File: config.mk
export PLATFORM = sky130hd
export DESIGN_NAME = comparator_bist_driver
export DESIGN_NICKNAME = d
export VERILOG_FILES = /design/src/rtl/comparator_bist_driver_pkg.sv /design/src/rtl/comparator_bist_ref.sv /design/src/rtl/comparator_bist_driver.sv
export SDC_FILE = /design/constraint.sdc
export NUM_CORES = 1
export LEC_CHECK = 0
export CORE_ASPECT_RATIO = 1.4
export CORE_MARGIN = 1.5
export CORE_UTILIZATION = 54
export CTS_BUF_LIST = sky130_fd_sc_hd__clkbuf_4 sky130_fd_sc_hd__clkbuf_8
export DETAILED_ROUTE_END_ITERATION = 6
export PLACE_DENSITY = 0.83
export SLEW_MARGIN = 30
export SYNTH_ARGS = -nofsm -noshare
export SYNTH_HDL_FRONTEND = slang
export SYNTH_SLANG_ARGS = --single-unit
File: constraint.sdc
create_clock -name clk -period 4 [get_ports clk]
set_input_delay 0.8 -clock clk [delete_from_list [all_inputs] [get_ports clk]]
set_output_delay 0.8 -clock clk [all_outputs]
set_load 0.03 [all_outputs]
File: src/rtl/comparator_bist_driver_pkg.sv
// Shared types and helpers for the comparator self-test driver.
// Holds the state encoding, golden compare and result-width helper.
package comparator_bist_driver_pkg;

  localparam logic [1:0] ST_IDLE = 2'd0;
  localparam logic [1:0] ST_RUN  = 2'd1;
  localparam logic [1:0] ST_DONE = 2'd2;

  typedef enum logic [1:0] {
    IDLE = ST_IDLE,
    RUN  = ST_RUN,
    DONE = ST_DONE
  } state_t;

  function automatic int err_w(input int w);
    return 2 * w + 1;
  endfunction

  function automatic logic [2:0] golden_cmp(
    input logic [31:0] a,
    input logic [31:0] b
  );
    return {a == b, a > b, a < b};
  endfunction

endpackage

File: src/rtl/comparator_bist_ref.sv
// Golden comparator: expected {e,g,l} for one operand pair.
// Purely combinational, unsigned compare.
module comparator_bist_ref
  import comparator_bist_driver_pkg::*;
#(
  parameter int WIDTH = 8
) (
  input  logic [WIDTH-1:0] a,
  input  logic [WIDTH-1:0] b,
  output logic [2:0]       egl
);

  assign egl = golden_cmp(32'(a), 32'(b));

endmodule

File: src/rtl/comparator_bist_driver.sv
// Sweeps every (A,B) pair into a comparator and checks its e/g/l.
// Reports pass, error count and the first failing pair.
module comparator_bist_driver
  import comparator_bist_driver_pkg::*;
#(
  parameter int WIDTH  = 8,
  parameter int SETTLE = 1
) (
  input  logic                 clk,
  input  logic                 rst,
  input  logic                 start,
  output logic [WIDTH-1:0]     a_out,
  output logic [WIDTH-1:0]     b_out,
  input  logic                 e_in,
  input  logic                 g_in,
  input  logic                 l_in,
  output logic                 busy,
  output logic                 done,
  output logic                 pass,
  output logic [2*WIDTH:0]     err_count,
  output logic [WIDTH-1:0]     fail_a,
  output logic [WIDTH-1:0]     fail_b
);

  localparam int EW = err_w(WIDTH);
  localparam int IW = 2 * WIDTH;
  localparam int SW = $clog2(SETTLE + 1);

  state_t         state;
  logic [IW-1:0]  idx;
  logic [SW-1:0]  cnt;
  logic           first;
  logic [2:0]     exp_egl;
  logic           miss;
  logic           last_cyc;
  logic [EW-1:0]  err_nxt;

  // A is the high half of the index so B wraps into A.
  assign a_out = idx[IW-1:WIDTH];
  assign b_out = idx[WIDTH-1:0];

  comparator_bist_ref #(.WIDTH(WIDTH)) u_ref (
    .a   (a_out),
    .b   (b_out),
    .egl (exp_egl)
  );

  assign miss     = {e_in, g_in, l_in} != exp_egl;
  assign last_cyc = cnt == SW'(SETTLE);
  assign err_nxt  = err_count + EW'(miss);

  always_ff @(posedge clk) begin
    if (rst) begin
      state     <= IDLE;
      idx       <= '0;
      cnt       <= '0;
      first     <= 1'b0;
      busy      <= 1'b0;
      done      <= 1'b0;
      pass      <= 1'b0;
      err_count <= '0;
      fail_a    <= '0;
      fail_b    <= '0;
    end else begin
      case (state)
        IDLE: begin
          idx       <= '0;
          cnt       <= '0;
          first     <= 1'b0;
          err_count <= '0;
          fail_a    <= '0;
          fail_b    <= '0;
          if (start) begin
            state <= RUN;
            busy  <= 1'b1;
          end
        end
        RUN: begin
          if (last_cyc) begin
            cnt       <= '0;
            err_count <= err_nxt;
            if (miss && !first) begin
              first  <= 1'b1;
              fail_a <= a_out;
              fail_b <= b_out;
            end
            if (idx == '1) begin
              state <= DONE;
              idx   <= '0;
              busy  <= 1'b0;
              done  <= 1'b1;
              pass  <= err_nxt == '0;
            end else begin
              idx <= idx + 1'b1;
            end
          end else begin
            cnt <= cnt + 1'b1;
          end
        end
        DONE: begin
          if (start) begin
            state     <= RUN;
            idx       <= '0;
            cnt       <= '0;
            first     <= 1'b0;
            err_count <= '0;
            fail_a    <= '0;
            fail_b    <= '0;
            busy      <= 1'b1;
            done      <= 1'b0;
            pass      <= 1'b0;
          end
        end
        default: state <= IDLE;
      endcase
    end
  end

endmodule

==> results.json <==
{
  "status": "completed",
  "syn_to_final_growth_pct": 26.4,
  "grt_pass1_vias": 2854,
  "synth.net_count": 373,
  "grt_usage_pct": 27.3,
  "coreArea_mm2": 0.00545,
  "rsz0062_at_grt": "false",
  "insertion_delay_ns": 0.30,
  "syn_area_mm2": 0.00302,
  "die_area_mm2": 0.00605,
  "initial_core_util_pct": 55.4,
  "clk_path_buf_depth": 2,
  "skew_ns": 0.00572,
  "crit_type": "flop to flop",
  "overflow": 0,
  "num_rows": 32,
  "irDropWorstVdd_uv": 161,
  "grt_start_max_net_pins": 20,
  "ant_nets": 0,
  "synth-seq-cells": 56,
  "cp.arrival_ns": 3.94,
  "dr.first_iter.drc_count": 213,
  "crit_required_ns": 4.23,
  "min_path_type": "flop to flop",
  "final-setup-viol-count": 0,
  "vias": 2939,
  "dp_slack_ns": -0.0110,
  "critical_path.endpoint_type": "flop",
  "cts_sinks": 56,
  "cts.reportedPaths.clkPinSlew_ns": 0.09,
  "tightest_slew_ns": 0.784,
  "cp_max_fo": 7,
  "worst_slack_ns": 0.287,
  "multi_input_area_mm2": 0.00169,
  "htreeDepth": 2,
  "layout_common_cells": "clkdlybuf4s50_1 (57), dfxtp_1 (56), nor2_1 (41), inv_1 (38), a21oi_1 (24)",
  "drv_cap": 0,
  "synth.distinct_cells": 50,
  "post-route-util_pct": 70.1,
  "cts_tree": "built",
  "slew_headroom_pct": 47.6,
  "grt_pass1_wl_um": 13200,
  "avgViaCountPerCell": 6.01,
  "power_density_mw_per_mm2": 273,
  "syn_avg_cell_area_um2": 8.48,
  "antenna_found_initial": 0,
  "port_buffers": 57,
  "fin_nets": 437,
  "routabilityCongestion": 0.906,
  "layout_commonest_cell": "clkdlybuf4s50_1",
  "startpoint_type": "flop",
  "synth_ff_type": "dfxtp_1",
  "fin_crit_sh_pct": 92.8,
  "yosys_warnings": 0,
  "seq_area_frac_synth_pct": 37.1,
  "numCtsBuffers": 5,
  "hold_viol": 0,
  "wl_per_cell_um": 16.0,
  "die_h_um": 91.5,
  "fmax_mhz": 269,
  "wirelength_um": 7830,
  "fill_cells": 456,
  "dp_hpwl_um": 5940,
  "p_leak_nw": 1.28,
  "cts_hold_buf": 0,
  "seqCellArea_mm2": 0.00112,
  "fin_crit_ns": 3.71,
  "postSynth.asyncResetShare_pct": 0,
  "finalHoldWorstSlack_ns": 0.462,
  "io_pins": 58,
  "cts-root-buf": "clkbuf_8",
  "drc": 0,
  "drive_gt1_share_pct": 10.5,
  "fp.dieW_um": 66.2,
  "synth_edf_count": 0,
  "final-max-slew-violation-count": 0,
  "setup_tns_ns": 0,
  "drt_first_pass_iters": 4,
  "num_antenna_cells": 0,
  "synthCells": 356
}
metrics by stage:
step / area [µm²] / instances / power, mW
floorplan: 3020 / 356 / 0.692
global placement: 3710 / 480 / 0.724
detailed placement: 3710 / 481 / 0.728
CTS: 3810 / 489 / 1.05
global route: 3820 / 489 / 1.09
finish: 3820 / 489 / 1.04
timing repair:
| action | in CTS | in global routing |
|---|---|---|
| setup buffers | 0 | 0 |
| endpoints found under the setup margin | 0 | 1 |
| gates resized for setup | 0 | 1 |
logic make-up (layout without fill, tap and decap cells):
family / after synthesis / count (layout) / share of synthesized area, %
adders and majority gates: 11 / 11 / 4.56
and+or+nand+nor: 128 / 128 / 21.8
AOI/OAI and AO/OA: 90 / 90 / 23.8
DFF: 56 / 56 / 37.1
buffers and inverters: 53 / 118 / 7.50
xor gates and xnor gates: 18 / 18 / 5.22
worst paths after layout:
| kind | slack (ns) | end | depth (start not counted) | from |
|---|---|---|---|---|
| setup reg to reg | 0.29 | pass$_SDFFE_PP0P_ | 15 | idx[5]$_SDFFE_PP0P_ |
| setup / recovery | 0.29 | pass$_SDFFE_PP0P_ | 15 | idx[5]$_SDFFE_PP0P_ |
| hold / removal | 0.46 | fail_a[7]$_SDFFE_PP0P_ | 2 | fail_a[7]$_SDFFE_PP0P_ |
| hold reg to reg | 0.46 | fail_a[7]$_SDFFE_PP0P_ | 2 | fail_a[7]$_SDFFE_PP0P_ |
synth_stat cells (2+ instances only):
cell type | n | area (µm²)
nand2b_1 | 2 | 12.5
o21a_1 | 2 | 15.0
a41oi_1 | 3 | 26.3
buf_2 | 3 | 15.0
a22oi_1 | 5 | 37.5
nand4_1 | 8 | 50.1
or4_1 | 2 | 15.0
nand4_2 | 2 | 25.0
nand3_1 | 15 | 75.1
nand2_1 | 22 | 82.6
a21boi_0 | 2 | 15.0
ha_1 | 11 | 138
o211ai_2 | 2 | 25.0
inv_1 | 38 | 143
xnor2_1 | 17 | 149
and3_1 | 7 | 43.8
nor2_1 | 41 | 154
clkbuf_1 | 9 | 33.8
o21ai_0 | 17 | 85.1
o32ai_2 | 10 | 163
or3_1 | 5 | 31.3
nor4_1 | 6 | 37.5
dfxtp_1 | 56 | 1120
a31oi_1 | 5 | 31.3
a311oi_1 | 4 | 35.0
nor3_1 | 10 | 50.1
o32ai_1 | 6 | 52.6
a21oi_1 | 24 | 120
sequential cells by signal, summed over array words and instances, names as in the netlist:
name / flops
err_count: 17
idx: 16
fail_a: 8
fail_b: 8
state: 2
busy: 1
cnt: 1
done: 1
first: 1
pass: 1
power breakdown:
group	total, mW	switching, mW	internal (mW)
registers	0.569	0.00597	0.563
clock network	0.327	0.172	0.155
logic	0.147	0.0951	0.0522
total	1.04	0.273	0.771
final cells by class:
type | count | area share (%)
well taps | 68 | 2.23
flip-flops and latches | 56 | 29.4
multi-input cells | 247 | 44.2
inverters | 38 | 3.74
clock buffers | 8 | 2.56
repair buffers | 72 | 17.9
critical path, stage by stage (launching register included):
cell     delay, ns
dfxtp_1       0.44
inv_1         0.11
ha_1          0.32
nand4_2       0.16
or4_1         0.49
a21oi_1       0.18
o21a_2        0.16
nor2_1        0.04
ha_1          0.25
ha_1          0.26
nand2_1       0.23
nor2_1        0.11
xnor2_1       0.13
nor3_1        0.12
or4b_1        0.44
o31ai_1       0.18
layer usage:
metal  part of all wire, %  GRT usage [%]
met3                   5.9           3.84
met2                    53           49.3
met1                    38           30.5
met5                     0              0
met4                   3.3           12.2
(Power assumes the default switching activity.)
